$ cat src/rtl/fpu_wb_pkg.sv
// Shared types and constants for the FPU writeback/retire block.
package fpu_wb_pkg;

    // Retire FSM states
    typedef enum logic [1:0] {
        ST_IDLE    = 2'd0,
        ST_FPR_WR  = 2'd1,
        ST_GPR_REQ = 2'd2
    } retire_state_t;

    // Bit positions inside fflags / cpl_flags
    localparam int FLAG_NV = 4;
    localparam int FLAG_DZ = 3;
    localparam int FLAG_OF = 2;
    localparam int FLAG_UF = 1;
    localparam int FLAG_NX = 0;

    // Destination tag captured at dispatch
    typedef struct packed {
        logic       to_gpr;
        logic [4:0] rd;
    } tag_entry_t;

    // Paired tag + result waiting to retire
    typedef struct packed {
        logic        to_gpr;
        logic [4:0]  rd;
        logic [31:0] data;
    } result_entry_t;

    // State the retire FSM should enter for a given FIFO head
    function automatic retire_state_t entry_state(input logic valid, input logic to_gpr);
        if (!valid) return ST_IDLE;
        return to_gpr ? ST_GPR_REQ : ST_FPR_WR;
    endfunction

endpackage

$ cat src/rtl/fpu_wb_fifo.sv
// Parameterised synchronous FIFO. Push and pop in the same cycle are legal
// at any occupancy; a pop on an empty FIFO is ignored, a push on a full FIFO
// is accepted only when a pop frees the slot in the same cycle.
// peek exposes the entry behind the head so a consumer can look one ahead.
module fpu_wb_fifo #(
    parameter int WIDTH = 8,
    parameter int DEPTH = 4
) (
    input  logic                     clk,
    input  logic                     rst,
    input  logic                     push,
    input  logic [WIDTH-1:0]         din,
    input  logic                     pop,
    output logic [WIDTH-1:0]         dout,
    output logic [WIDTH-1:0]         peek,
    output logic                     full,
    output logic                     empty,
    output logic [$clog2(DEPTH):0]   count
);
    localparam int AW = $clog2(DEPTH);

    logic [WIDTH-1:0] mem [DEPTH];
    logic [AW-1:0]    wr_ptr;
    logic [AW-1:0]    rd_ptr;
    logic [AW-1:0]    rd_ptr_nxt;
    logic             do_push;
    logic             do_pop;

    assign empty      = (count == '0);
    assign full       = (count == (AW+1)'(DEPTH));
    assign do_pop     = pop & ~empty;
    assign do_push    = push & (~full | do_pop);
    assign rd_ptr_nxt = rd_ptr + 1'b1;
    assign dout       = mem[rd_ptr];
    assign peek       = mem[rd_ptr_nxt];

    // Pointer and occupancy bookkeeping
    always_ff @(posedge clk) begin
        if (rst) begin
            wr_ptr <= '0;
            rd_ptr <= '0;
            count  <= '0;
        end else begin
            if (do_push) wr_ptr <= wr_ptr + 1'b1;
            if (do_pop)  rd_ptr <= rd_ptr_nxt;
            case ({do_push, do_pop})
                2'b10:   count <= count + 1'b1;
                2'b01:   count <= count - 1'b1;
                default: count <= count;
            endcase
        end
    end

    // Storage write; contents need no reset since occupancy guards reads
    always_ff @(posedge clk) begin
        if (do_push) mem[wr_ptr] <= din;
    end

endmodule

$ cat src/rtl/fpu_wb_retire.sv
// FPU writeback/retire: pairs dispatch tags with the in-order completion
// stream, retires FPR results to the FP regfile and GPR results through a
// valid/ready port, accrues fflags and provides dispatch credit.
// Optional macro FPU_WB_BYPASS_EN: an FPR completion arriving while nothing
// is queued and the FSM is idle is written in the completion cycle itself.
//
// state      | meaning
// -----------+-----------------------------------------------------------
// ST_IDLE    | result FIFO empty or just filled; pick path from head
// ST_FPR_WR  | fpr_we high this cycle for the head entry, then pop
// ST_GPR_REQ | gpr_wb_valid high, head held until gpr_wb_ready
module fpu_wb_retire
    import fpu_wb_pkg::*;
#(
    parameter int FPLEN = 16,
    parameter int DEPTH = 4
) (
    input  logic             clk,
    input  logic             rst,
    input  logic             disp_valid,
    input  logic [4:0]       disp_rd,
    input  logic             disp_to_gpr,
    output logic             disp_ready,
    input  logic             cpl_valid,
    input  logic             cpl_rd_valid,
    input  logic [FPLEN-1:0] cpl_fpr_data,
    input  logic [31:0]      cpl_gpr_data,
    input  logic [4:0]       cpl_flags,
    input  logic             cpl_iv_exc,
    output logic             fpr_we,
    output logic [4:0]       fpr_waddr,
    output logic [FPLEN-1:0] fpr_wdata,
    output logic             gpr_wb_valid,
    input  logic             gpr_wb_ready,
    output logic [4:0]       gpr_wb_addr,
    output logic [31:0]      gpr_wb_data,
    input  logic             csr_fflags_we,
    input  logic [4:0]       csr_fflags_wdata,
    output logic [4:0]       fflags,
    output logic             iv_exc_pend,
    output logic             wb_err,
    output logic             busy
);
    localparam int CW = $clog2(DEPTH) + 1;
    localparam int TW = $bits(tag_entry_t);
    localparam int RW = $bits(result_entry_t);

    logic [CW-1:0]  credit_q;
    retire_state_t  state_q, state_d;

    tag_entry_t     tag_din, tag_head;
    logic [TW-1:0]  tag_dout_raw, tag_peek_raw;
    logic [CW-1:0]  tag_count;
    logic           tag_push, tag_pop, tag_full, tag_empty;

    result_entry_t  res_din, res_head, res_peek;
    logic [RW-1:0]  res_dout_raw, res_peek_raw;
    logic [CW-1:0]  res_count;
    logic           res_push, res_pop, res_full, res_empty;

    logic           cpl_accept, bypass_fire, fsm_fpr_we, retire;
    logic           post_valid;
    result_entry_t  post_head;
    logic           flag_pend_q;
    logic           unused_tag;

    assign unused_tag = ^{tag_peek_raw, tag_count};

    assign disp_ready = (credit_q != '0);
    assign tag_push   = disp_valid & disp_ready;
    assign tag_din    = '{to_gpr: disp_to_gpr, rd: disp_rd};
    assign tag_head   = tag_entry_t'(tag_dout_raw);

    assign cpl_accept = cpl_valid & ~tag_empty;
    assign tag_pop    = cpl_accept;

`ifdef FPU_WB_BYPASS_EN
    assign bypass_fire = cpl_accept & res_empty & (state_q == ST_IDLE) & ~tag_head.to_gpr;
`else
    assign bypass_fire = 1'b0;
`endif

    // The tag decides the destination even when the completion disagrees
    assign res_din.to_gpr = tag_head.to_gpr;
    assign res_din.rd     = tag_head.rd;
    assign res_din.data   = tag_head.to_gpr ? cpl_gpr_data : 32'(cpl_fpr_data);
    assign res_push       = cpl_accept & ~bypass_fire;
    assign res_head       = result_entry_t'(res_dout_raw);
    assign res_peek       = result_entry_t'(res_peek_raw);

    fpu_wb_fifo #(.WIDTH(TW), .DEPTH(DEPTH)) u_tag_fifo (
        .clk   (clk),
        .rst   (rst),
        .push  (tag_push),
        .din   (tag_din),
        .pop   (tag_pop),
        .dout  (tag_dout_raw),
        .peek  (tag_peek_raw),
        .full  (tag_full),
        .empty (tag_empty),
        .count (tag_count)
    );

    fpu_wb_fifo #(.WIDTH(RW), .DEPTH(DEPTH)) u_res_fifo (
        .clk   (clk),
        .rst   (rst),
        .push  (res_push),
        .din   (res_din),
        .pop   (res_pop),
        .dout  (res_dout_raw),
        .peek  (res_peek_raw),
        .full  (res_full),
        .empty (res_empty),
        .count (res_count)
    );

    // Head as it will look after popping the current one (enables 1/cycle retire)
    always_comb begin
        post_valid = 1'b0;
        post_head  = res_peek;
        if (res_count > CW'(1)) begin
            post_valid = 1'b1;
            post_head  = res_peek;
        end else if (res_push) begin
            post_valid = 1'b1;
            post_head  = res_din;
        end
    end

    // Retire FSM state register
    always_ff @(posedge clk) begin
        if (rst) state_q <= ST_IDLE;
        else     state_q <= state_d;
    end

    // Retire FSM next-state and outputs
    always_comb begin
        state_d      = state_q;
        fsm_fpr_we   = 1'b0;
        gpr_wb_valid = 1'b0;
        res_pop      = 1'b0;
        case (state_q)
            ST_IDLE: begin
                state_d = entry_state(~res_empty, res_head.to_gpr);
            end
            ST_FPR_WR: begin
                fsm_fpr_we = 1'b1;
                res_pop    = 1'b1;
                state_d    = entry_state(post_valid, post_head.to_gpr);
            end
            ST_GPR_REQ: begin
                gpr_wb_valid = 1'b1;
                if (gpr_wb_ready) begin
                    res_pop = 1'b1;
                    state_d = entry_state(post_valid, post_head.to_gpr);
                end
            end
            default: state_d = ST_IDLE;
        endcase
    end

    assign fpr_we      = fsm_fpr_we | bypass_fire;
    assign fpr_waddr   = bypass_fire ? tag_head.rd  : res_head.rd;
    assign fpr_wdata   = bypass_fire ? cpl_fpr_data : res_head.data[FPLEN-1:0];
    assign gpr_wb_addr = res_head.rd;
    assign gpr_wb_data = res_head.data;
    assign retire      = fpr_we | (gpr_wb_valid & gpr_wb_ready);

    // Credit tracks free slots across tags in flight and unretired results
    always_ff @(posedge clk) begin
        if (rst) begin
            credit_q <= CW'(DEPTH);
        end else begin
            case ({tag_push, retire})
                2'b10:   credit_q <= credit_q - 1'b1;
                2'b01:   credit_q <= credit_q + 1'b1;
                default: credit_q <= credit_q;
            endcase
        end
    end

    // Sticky protocol error: dispatch without credit, orphan or mismatched
    // completion, or a FIFO overflow that credit should have prevented
    always_ff @(posedge clk) begin
        if (rst) begin
            wb_err <= 1'b0;
        end else if ((disp_valid & ~disp_ready)
                   | (cpl_valid & tag_empty)
                   | (cpl_accept & (cpl_rd_valid != tag_head.to_gpr))
                   | (tag_push & tag_full & ~tag_pop)
                   | (res_push & res_full & ~res_pop)) begin
            wb_err <= 1'b1;
        end
    end

    // Flags arrive one cycle after the completion; a CSR write in that
    // cycle replaces the accrued value but still keeps the arriving flags
    always_ff @(posedge clk) begin
        if (rst) begin
            flag_pend_q <= 1'b0;
            fflags      <= '0;
            iv_exc_pend <= 1'b0;
        end else begin
            flag_pend_q <= cpl_valid;
            if (csr_fflags_we)
                fflags <= csr_fflags_wdata | (flag_pend_q ? cpl_flags : 5'b0);
            else if (flag_pend_q)
                fflags <= fflags | cpl_flags;
            iv_exc_pend <= (iv_exc_pend & ~csr_fflags_we) | (cpl_valid & cpl_iv_exc);
        end
    end

    assign busy = ~tag_empty | ~res_empty | flag_pend_q;

endmodule

$ cat config.mk
export PLATFORM = sky130hd
export DESIGN_NAME = fpu_wb_retire
export DESIGN_NICKNAME = d
export VERILOG_FILES = /design/src/rtl/fpu_wb_pkg.sv /design/src/rtl/fpu_wb_fifo.sv /design/src/rtl/fpu_wb_retire.sv
export SDC_FILE = /design/constraint.sdc
export NUM_CORES = 1
export LEC_CHECK = 0
export ABC_CLOCK_PERIOD_IN_PS = 2710
export BUFFER_PORTS_ARGS = -buffer_cell sky130_fd_sc_hd__buf_2
export CAP_MARGIN = 20
export CORE_ASPECT_RATIO = 1.1
export CORE_UTILIZATION = 44
export DETAILED_ROUTE_END_ITERATION = 10
export PLACE_DENSITY = 0.67
export SLEW_MARGIN = 40
export SYNTH_ARGS = -nofsm -noshare
export SYNTH_HDL_FRONTEND = slang
export SYNTH_HIERARCHICAL = 1
export SYNTH_SLANG_ARGS = --single-unit
export TNS_END_PERCENT = 1
$ cat constraint.sdc
create_clock -name clk -period 2.71 [get_ports clk]
set_clock_uncertainty 0.15 [all_clocks]
set_input_delay 0.271 -clock clk [delete_from_list [all_inputs] [get_ports clk]]
set_output_delay 0.271 -clock clk [all_outputs]
set_load 0.02 [all_outputs]
* Yosys cells after proc, flatten, opt, wreduce, memory -nomap -nowiden
Memories as Yosys holds them, arrays and structs flattened. A register that Yosys moved wholly into a read port is not among the register bits.
Cells that the tools add are included.
** Cells by class
- Add/sub/neg operators :: 10
- Magnitude comparators :: 1
- Eq/ne operators :: 12
- Mux-type cells :: 38
- Bitwise gates (word level) :: 36
- Reduce and logical (&&, ||, !) cells :: 8
** Operators by type and width (number)
- 38-bit two-way mux :: 2
- 32-bit two-way mux :: 1
- 2-bit two-way mux :: 12
- 3-bit case mux with 2 select lines :: 3
- 1-bit bitwise AND :: 16
- 1-bit two-way mux :: 15
- 5-bit two-way mux :: 3
- 1-bit OR :: 10
- 5-bit OR :: 2
- 3-bit by 1-bit adder with 3-bit output, second input constant :: 3
- 3-bit by 1-bit subtractor with 3-bit output, second input constant :: 3
- 2-bit by 1-bit adder with 2-bit output, second input constant :: 4
- 2-bit by 1-bit equality test with 1-bit output, second input constant :: 4
- 2-bit equality test, second input constant :: 4
- 1-bit inverter :: 8
- 2-bit nonzero test :: 4
- 3-bit equality test, second input constant :: 2
- 3-bit zero test :: 2
- 2-bit case mux with 3 select lines :: 1
- 3-bit by 1-bit greater-than comparator with 1-bit output, second input constant :: 1
- 3-bit nonzero test :: 1
- 2-bit zero test :: 1
- 2-bit != test, second input constant :: 1
- 1-bit case mux with 2 select lines :: 1
- 1-bit != test :: 1
** Word-level totals
- Flip-flop bits (word level) :: 27
- Bits in writable memories :: 176
- Input bits :: 72
- Output and inout bits :: 69
- Word-level logic and storage cells :: 119
- Memories :: 2
** Memory list
- u_res_fifo.mem :: words 4, width 38, rd ports 2, clocked after memory_dff 1, wr ports 1, RTL line fpu_wb_fifo.sv:22 : logic [WIDTH-1:0] mem [DEPTH];
- u_tag_fifo.mem :: words 4, width 6, rd ports 1, clocked after memory_dff 1, wr ports 1, RTL line fpu_wb_fifo.sv:22

* Logic depth before layout (Yosys ltp)
Gate-level depths: netlist of run 1.
- Depth in word-level cells :: 11
- Mapped depth :: 13
- Mapped depth without buffers :: 13

* Hierarchy
The synthesis of run 1 kept the hierarchy.
** Modules (own cells, without submodules)
- fpu_wb_fifo (u_res_fifo) :: times used 1, cells each 298, area an instance 6884.1 um^2
- fpu_wb_fifo (u_tag_fifo) :: times used 1, cells each 98, area an instance 1541.5 um^2
- fpu_wb_retire :: times used 1, cells each 137, area an instance 1207.4 um^2

* Least setup slack after synthesis of run 1
OpenSTA, ideal clock, no wires.
- Path type :: register to register
- From :: register state_q[0]
- To :: memory u_res_fifo/mem[2][0] in the netlist's numbering (enable)
- Setup time :: 0.399 ns
- Arrival :: 2.332 ns
- Data required time :: 2.161 ns
- Slack :: -0.171 ns
- Stages on the path, launching flop included :: 8
- Path buffers :: 0
- Period minus slack after synthesis :: 2.881 ns
- Path through :: dfxtp_1 -> inv_1 -> ha_1 -> a21o_1 -> and2_1 -> inv_1 -> a21boi_2 -> and2_1
** Between the ends
- Cells in the longest elaborated chain, start to end :: 7
** Ends and longest elaborated chain
- start: declaration :: RTL line fpu_wb_retire.sv:49 : retire_state_t state_q, state_d;
- start signal: assignment :: RTL line fpu_wb_retire.sv:133 : else state_q <= state_d;
- 2-bit equality test or 2-bit by 1-bit equality test with 1-bit output (tied branches) :: RTL line fpu_wb_retire.sv:142 : case (state_q)
- 1-bit case mux with 2 select lines (*) :: RTL line fpu_wb_retire.sv:142
- named net res_pop :: RTL line fpu_wb_retire.sv:59 : logic res_push, res_pop, res_full, res_empty;
- 1-bit bitwise AND (*) :: RTL line fpu_wb_fifo.sv:31 : assign do_pop = pop & ~empty;
- 1-bit OR (*) :: RTL line fpu_wb_fifo.sv:32 : assign do_push = push & (~full | do_pop);
- 1-bit bitwise AND (*) :: RTL line fpu_wb_fifo.sv:32
- 1-bit two-way mux (*) :: RTL line fpu_wb_fifo.sv:56 : if (do_push) mem[wr_ptr] <= din;
- 1-bit two-way mux (not written as such) (*) :: RTL line fpu_wb_fifo.sv:56
- end: declaration :: RTL line fpu_wb_fifo.sv:22
The timed path passes the listed nets; every way through them passes the cells marked *.

* Worst setup path in the final report of run 1
- From :: register credit_q[1]
- To :: register credit_q[2]
** Between the ends
- Cells in the longest elaborated chain, start to end :: 4
** Ends and longest elaborated chain
- start: declaration :: RTL line fpu_wb_retire.sv:48 : logic [CW-1:0] credit_q;
- start signal: assignment :: RTL line fpu_wb_retire.sv:172 : credit_q <= CW'(DEPTH);
- start signal: assignment :: RTL line fpu_wb_retire.sv:175 : 2'b10: credit_q <= credit_q - 1'b1;
- start signal: assignment :: RTL line fpu_wb_retire.sv:176 : 2'b01: credit_q <= credit_q + 1'b1;
- 3-bit nonzero test (*) :: RTL line fpu_wb_retire.sv:69 : assign disp_ready = (credit_q != '0);
- 1-bit bitwise AND (*) :: RTL line fpu_wb_retire.sv:70 : assign tag_push = disp_valid & disp_ready;
- named net tag_push :: RTL line fpu_wb_retire.sv:54 : logic tag_push, tag_pop, tag_full, tag_empty;
- 2-bit by 1-bit equality test with 1-bit output or 2-bit equality test (tied branches) :: RTL line fpu_wb_retire.sv:174 : case ({tag_push, retire})
- 3-bit case mux with 2 select lines or 2-bit nonzero test (tied branches)
Marked as above.
A chain may end at the register's enable or synchronous reset.

==> results of run 1 <==
-- final cells by class --
cell class                      instances  share of cell area (%)
Clock inverter                         15                   1.278
Tap cell                              247                   2.843
Inverter                               20                  0.6906
Clock buffer                           25                   5.168
Sequential cell                       207                   54.39
Timing Repair Buffer                  217                   13.79
Multi-Input combinational cell        213                   21.85
-- timing repair --
item / in CTS / in global routing
gates cloned: 0 / 0
gates resized for setup: 5 / 7
setup endpoints to repair: 1 / 3
pin swaps: 0 / 1
hold buffers: 63 / 0
endpoints found under the hold margin: 146 / 0
-- report_power, final --
part,internal [mW],switching (mW)
clock,1.69,1.14
combinational,0.572,0.743
sequential,3.78,0.0979
total,6.04,1.98
-- routing by layer --
metal  part of all wire, %  up-vias  GRT usage (%)
met2                    53      142          30.33
li1                      -     2229              -
met3                   4.8       18          2.480
met1                    41     2382          19.27
met5                     0        -              0
met4                   1.3        0          3.596
-- critical path, stage by stage, from the launching register on --
cell	delay [ps]
dfxtp_2	340
or3_4	390
and2_2	210
inv_1	60
ha_2	180
inv_1	60
fa_2	340
xor2_1	180
o21ai_0	130
or3b_2	450
-- worst paths after layout --
kind | start | end | slack, ps
setup / recovery | credit_q[1]$_SDFFE_PP0P_ | credit_q[2]$_SDFFE_PP1P_ | 100
hold / removal | cpl_gpr_data[20] | u_res_fifo/mem[2][20]$_DFFE_PP_ | 20
setup reg to reg | credit_q[1]$_SDFFE_PP0P_ | credit_q[2]$_SDFFE_PP1P_ | 100
hold reg to reg | iv_exc_pend$_SDFF_PP0_ | iv_exc_pend$_SDFF_PP0_ | 340
-- flip-flops by register name, summed over array words and instances, names as in the netlist, 3 cells and up, named ones only --
register / cells
credit_q: 3
fflags: 5
u_res_fifo/count: 3
u_tag_fifo/count: 3
u_res_fifo/mem: 152
u_tag_fifo/mem: 24
-- per-stage QoR --
stage          worst slack, ps  TNS, ps  utilization, %
2_1_floorplan           -171.0   -19530               -
3_3_place_gp             79.15        0           49.61
3_5_place_dp            -66.93   -66.93           49.61
4_1_cts                  5.872        0           56.60
5_1_grt                  3.777        0           56.72
6_report                 96.62        0           56.72
==> qor.yml, run 1 <==
grt_pass1_vias: 5032
fin_area_mm2: 0.01087
ios: 141
viasPerCell: 5.054
cts_tree: "built"
vias: 4771
drc: 0
holdWs_ps: 17.89
grt_pass1_wl_um: 25180
first_pass_iters: 4
maxSlewViolCount: 0
dieArea_mm2: 0.02019
final_cell_mix: "edfxtp_1 (176), buf_2 (140), dlygate4sd3_1 (63), mux4_2 (45), dfxtp_1 (26)"
crit_required_ps: 2930
antenna_found_initial: 0
max_slew_margin_pct: 57.46
crit_path_max_fanout: 3
dr.first_iter.drc_count: 259
worst_ep_arrival_time_ps: 2830
finalCritPeriodShare_pct: 96.43
grt-ovfl-total: 0
diodes: 0
synthToLayoutAreaGrowth_pct: 25.89
total_power_mw: 8.017
grt_max_degree: 39
start_util_pct: 45.05
syn_area_mm2: 0.008635
syn_avg_cell_area_um2: 17.77
hold_violations: 0
ff2ff_path_depth: 9
dp.cells: 841
h-tree-depth: 1
cts.sinks: 207
ir_drop_mv: 0.6483
nets: 770
syn-instance-count: 486
gp_congestion: 0.8194
io_buffers: 140
final_cell_count_no_fill: 944
clockBufferDepth: 3
cts.clk_slew.worst_paths_ps: 60
coreArea_mm2: 0.01916
syn_nets: 575
endpoint_kind: "register"
worst-setup-path-type: "reg2reg"
post_dp_cell_area_mm2: 0.009508
die_x_um: 135.6
grt_usage_pct: 16.15
root_buffer: "clkbuf_16"
final_common_cell: "edfxtp_1"
n_fill_cell: 1519
multi_input_area_mm2: 0.002375
rows: 53
cap_violations: 0
status: "completed"
p_per_area_mw_per_mm2: 737.5
clock_latency_ps: 490
rsz0062_at_grt: "false"
drtAntennaViolNets: 0
die_y_um: 148.9
seqCellArea_mm2: 0.005912
min_path_type: "in2reg"
worstMarginPinSlew_ps: 638.0
dp_hpwl_um: 9777
finalSetupViolations: 0
fmaxAchievable_mhz: 382.6
start_kind: "register"
cts_buffers: 22
holdPathStages: 2
leakagePower_nw: 3.907
wl_um: 16140
ys_warn_count: 6
wl_per_cell_um: 17.09
cts_setup_buffers: 0
drive_gt1_share_pct: 39.60
finalCriticalPeriod_ps: 2613
No activity file was read; power rests on OpenSTA's default activity.
==> inputs of run 2 (changes only) <==
==> constraint.sdc (replaced) <==
create_clock -name clk -period 2.71 [get_ports clk]
set_clock_uncertainty 0.15 [all_clocks]
set_input_delay 0.542 -clock clk [delete_from_list [all_inputs] [get_ports clk]]
set_output_delay 0.542 -clock clk [all_outputs]
set_load 0.02 [all_outputs]
==> qor.yml, run 2 (synthesized netlist as in run 1, its figures left out) <==
grt_pass1_wl_um: 24280  # -3.6%
grt_max_degree: 39  # unchanged
viasPerCell: 5.133  # +1.6%
final_cell_count_no_fill: 887  # -6.0%
hold_violations: 0  # unchanged
drc: 0  # unchanged
pre_cts_slack_ps: -43.29  # +23.64 ps
cap_violations: 0  # unchanged
dieArea_mm2: 0.02019  # unchanged
die_x_um: 135.6  # unchanged
largest_reg_flops: 152  # unchanged
start_kind: "register"
grt-ovfl-total: 0  # unchanged
clockBufferDepth: 3  # unchanged
wl_met1_um: 6492  # -1.2%
holdWs_ps: 125.5  # +107.6 ps
leakagePower_nw: 3.706  # -5.1%
min_path_type: "in2reg"
dp_hpwl_um: 10360  # +6.0%
top_regs: "u_res_fifo/mem x152, u_tag_fifo/mem x24, fflags x5"
h-tree-depth: 1  # unchanged
diodes: 0  # unchanged
p_per_area_mw_per_mm2: 791.0  # +7.2%
ir_drop_mv: 0.4596  # -29%
gp_congestion: 0.7649  # -6.7%
worst-setup-path-type: "reg2reg"
clock_latency_ps: 490  # about the same
grt_pass1_vias: 4713  # -6.3%
vias: 4553  # -4.6%
wl_per_cell_um: 17.76  # +3.9%
fin_tns_setup_ps: 0  # unchanged
drtAntennaViolNets: 0  # unchanged
top_register: "u_res_fifo/mem"
ff2ff_path_depth: 9  # unchanged
antenna_found_initial: 0  # unchanged
cts.sinks: 207  # unchanged
first_pass_iters: 4  # unchanged
fmaxAchievable_mhz: 382.7  # about the same
wl_um: 15750  # -2.4%
rows: 53  # unchanged
post_dp_cell_area_mm2: 0.009578  # +0.74%
cts.clk_slew.worst_paths_ps: 60  # about the same
max_slew_margin_pct: 59.89  # +2.4 points
worstMarginPinSlew_ps: 601.6  # -36.40 ps
rsz0062_at_grt: "true"
final_common_cell: "edfxtp_1"
finalCriticalPeriod_ps: 2613  # -0.2676 ps
coreArea_mm2: 0.01916  # unchanged
top_layer_used: "met4"
endpoint_kind: "register"
nets: 713  # -7.4%
worst_slack_ps: 96.89  # +0.2676 ps
wl_met3_um: 709  # -8.4%
dp.cells: 847  # +0.71%
hold_buffers: 0  # -100%
drive_gt1_share_pct: 43.91  # +4.3 points
dr.first_iter.drc_count: 208  # -20%
finalCritPeriodShare_pct: 96.42  # about the same
holdPathStages: 1  # -1
synthToLayoutAreaGrowth_pct: 20.04
worst_ep_arrival_time_ps: 2830  # about the same
crit_path_max_fanout: 3  # unchanged
maxSlewViolCount: 0  # unchanged
start_util_pct: 45.05  # unchanged
finalSetupViolations: 0  # unchanged
ios: 141  # unchanged
die_y_um: 148.9  # unchanged
crit_required_ps: 2930  # about the same
fin_area_mm2: 0.01036  # -4.7%
cts_tree: "built"
status: "completed"
final_cell_mix: "edfxtp_1 (176), buf_2 (140), mux4_2 (45), dfxtp_1 (26), clkbuf_16 (23)"
postLayoutCoreUtil_pct: 54.08  # -2.6 points
grt_usage_pct: 15.73  # -0.43 points
cts_buffers: 22  # unchanged
total_power_mw: 8.198  # +2.3%
io_buffers: 140  # unchanged
root_buffer: "clkbuf_16"
wl_met2_um: 8280  # -3.5%
## run 2: power by group
group          switching [mW]  internal [mW]
combinational           0.750          0.536
clock                    1.12           1.92
sequential             0.0878           3.78
## run 2: routing by layer
metal	vias to the layer above	track usage, %
met5	-	0
met4	0	4.101
met3	20	2.684
met2	127	28.49
met1	2297	19.27
li1	2109	-
## run 2: worst max-delay path, stage by stage (launching register included)
cell and delay, ps:
dfxtp_2 330, or3_4 390, and2_2 210, inv_1 50
ha_2 180, inv_1 60, fa_1 370, xor2_1 180
o21ai_0 130, or3b_2 450
## run 2: layout make-up
class                      count  area, um2
fill                        1552       8800
sequential                   207       5914
clock inverter                12      153.9
clock buffer                  28      594.3
inverter                      20      75.07
multi-input combinational    213       2380
timing repair buffer         160      938.4
tap                          247      309.0
## run 2: path summary, 6_finish.rpt
path	start	end	slack (ps)
max	credit_q[1]$_SDFFE_PP0P_	credit_q[2]$_SDFFE_PP1P_	100
min	disp_rd[0]	u_tag_fifo/mem[0][0]$_DFFE_PP_	130
max reg2reg	credit_q[1]$_SDFFE_PP0P_	credit_q[2]$_SDFFE_PP1P_	100
min reg2reg	iv_exc_pend$_SDFF_PP0_	iv_exc_pend$_SDFF_PP0_	330
## run 2: repair_timing
item                       CTS  global route
hold endpoints to repair     0             0
gates resized for setup      6             8
buffers inserted             0             0
setup endpoints to repair   35             4
pin swaps                    0             1
==> inputs of run 3 (changes only) <==
- CORE_ASPECT_RATIO: 1.1 -> 1.75
- PLACE_DENSITY: 0.67 -> 0.77
==> qor.yml, run 3 (synthesized netlist as in run 1, its figures left out) <==
dr.first_iter.drc_count: 235  # +13%
grt_usage_pct: 15.64  # -0.084 points
cts.repair.resized: 6  # unchanged
post_dp_cell_area_mm2: 0.009538  # -0.42%
start_kind: "register"
postLayoutCoreUtil_pct: 53.01  # -1.1 points
reg2reg_slack_ps: 100  # about the same
grt_max_degree: 40  # +2.6%
rows: 67  # +26%
drc: 0  # unchanged
crit_family: "adder cells"
wl_um: 15390  # -2.3%
die_y_um: 187.3  # +26%
h-tree-depth: 1  # unchanged
critical-path-slowest-cell: "dfxtp_2"
finalCritPeriodShare_pct: 96.20  # -0.22 points
hold_buffers: 0  # unchanged
cp-endpoint: "u_res_fifo/count[2]$_SDFFE_PP0P_"
vias: 4518  # -0.77%
leakagePower_nw: 3.627  # -2.1%
max_slew_margin_pct: 61.67  # +1.8 points
worstReg2RegStart: "state_q[0]$_SDFFE_PP0P_"
drtAntennaViolNets: 0  # unchanged
nets: 709  # -0.56%
worstMarginPinSlew_ps: 575.0  # -26.67 ps
top_regs: "u_res_fifo/mem x152, u_tag_fifo/mem x24, fflags x5"
endpoint_kind: "register"
largest_reg_flops: 152  # unchanged
wl_per_cell_um: 17.63  # -0.69%
holdWs_ps: 149.2  # +23.66 ps
io_buffers: 140  # unchanged
ff2ff_path_depth: 13  # +4
fin_area_mm2: 0.01018  # -1.8%
crit_chain: "inv_1 -> ha_2 -> a21o_1 -> and2_4 -> inv_1 -> a21boi_2 -> inv_1 -> ha_2 -> inv_1 -> fa_2 -> xor2_1 -> or3_1 -> a21oi_1"
maxSlewViolCount: 0  # unchanged
root_buffer: "clkbuf_16"
start_util_pct: 44.98  # -0.076 points
wl_met2_um: 9091  # +9.8%
cts_buffers: 19  # -14%
ir_drop_mv: 0.5079  # +11%
crit_path_max_fanout: 4  # +1
min_path_type: "in2reg"
worst-setup-path-type: "reg2reg"
finalSetupViolations: 0  # unchanged
startpoint: "state_q[0]$_SDFFE_PP0P_"
die_x_um: 107.9  # -20%
rsz0062_at_grt: "false"
dp_hpwl_um: 10530  # +1.6%
first_pass_iters: 6  # +2
wl_met1_um: 5394  # -17%
finalCriticalPeriod_ps: 2607  # -5.986 ps
grt-ovfl-total: 0  # unchanged
worstReg2RegEnd: "u_res_fifo/count[2]$_SDFFE_PP0P_"
final_common_cell: "edfxtp_1"
final_cell_mix: "edfxtp_1 (176), buf_2 (140), mux4_2 (44), dfxtp_1 (27)"
viasPerCell: 5.175  # +0.82%
gp_congestion: 0.7671  # +0.29%
top_register: "u_res_fifo/mem"
grt_pass1_wl_um: 24290  # about the same
p_per_area_mw_per_mm2: 760.2  # -3.9%
antenna_found_initial: 1  # +1
wl_met3_um: 534  # -25%
fin_tns_setup_ps: 0  # unchanged
cts.clk_slew.worst_paths_ps: 60  # about the same
cap_violations: 0  # unchanged
critical-path-max-stage-delay_ps: 360  # -90 ps
cts.sinks: 207  # unchanged
worst-path-buf-inv: 4  # +2
fmaxAchievable_mhz: 383.6  # +0.23%
top_layer_used: "met4"
crit_top_cell: "inv_1"
worst_ep_arrival_time_ps: 2860  # +30 ps
grt_pass1_vias: 4833  # +2.5%
crit_required_ps: 2960  # +30 ps
cts_tree: "built"
coreArea_mm2: 0.01920  # +0.17%
synthToLayoutAreaGrowth_pct: 17.87
drive_gt1_share_pct: 42.95  # -0.96 points
status: "completed"
clockBufferDepth: 3  # unchanged
crit_cells: 13  # +4
hold_violations: 0  # unchanged
cts_setup_buffers: 0  # unchanged
dieArea_mm2: 0.02021  # +0.11%
clock_latency_ps: 470  # -20 ps
ios: 141  # unchanged
## run 3: cell type report
type | count | area, um2
Multi-Input combinational cell | 213 | 2367
Timing Repair Buffer | 159 | 909.6
Inverter | 20 | 75.07
Antenna cell | 1 | 2.502
Tap cell | 241 | 301.5
Sequential cell | 207 | 5916
Clock buffer | 25 | 498.0
Clock inverter | 7 | 107.6
Fill cell | 1493 | 9020
## run 3: power by group
part / internal (mW) / leakage, nW / switching [mW]
registers: 3.78 / 1.86 / 0.0920
clock network: 1.57 / 0.295 / 1.04
logic: 0.512 / 1.48 / 0.740
## run 3: routing by layer
metal / GRT usage, % / up-vias
met1: 16.57 / 2254
met3: 1.498 / 34
li1: - / 2104
met2: 31.02 / 126
met5: 0 / -
met4: 5.374 / 0
## run 3: worst min-delay path by stage
stage / startpoint / endpoint / slack [ps] / cells past startpoint
after floorplan: flag_pend_q$_SDFF_PP0_ / fflags[0]$_SDFFE_PP0P_ / 330 / 2
after global placement: iv_exc_pend$_SDFF_PP0_ / iv_exc_pend$_SDFF_PP0_ / 310 / 2
after detailed placement: iv_exc_pend$_SDFF_PP0_ / iv_exc_pend$_SDFF_PP0_ / 320 / 2
after CTS: disp_rd[4] / u_tag_fifo/mem[3][4]$_DFFE_PP_ / 130 / 1
after global routing: disp_rd[1] / u_tag_fifo/mem[0][1]$_DFFE_PP_ / 140 / 1
final: disp_rd[4] / u_tag_fifo/mem[3][4]$_DFFE_PP_ / 150 / 1
## run 3: stage by stage
step	worst slack [ps]	power [mW]	cells
2_1_floorplan	-171.0	4.810	486
3_3_place_gp	66.77	5.107	840
3_5_place_dp	-106.1	5.193	840
4_1_cts	23.17	7.820	872
5_1_grt	31.02	8.057	872
6_report	102.9	7.737	873
## run 3: worst reg2reg max path: cells and delay by family, from the launching register on
kind / cells / cell delay [ps]
AND/OR/NAND/NOR: 2 / 480
adder cells (fa/ha/maj): 3 / 720
XOR/XNOR: 1 / 150
flip-flops: 1 / 360
buffers and inverters: 4 / 270
AO/OA/AOI/OAI: 3 / 400
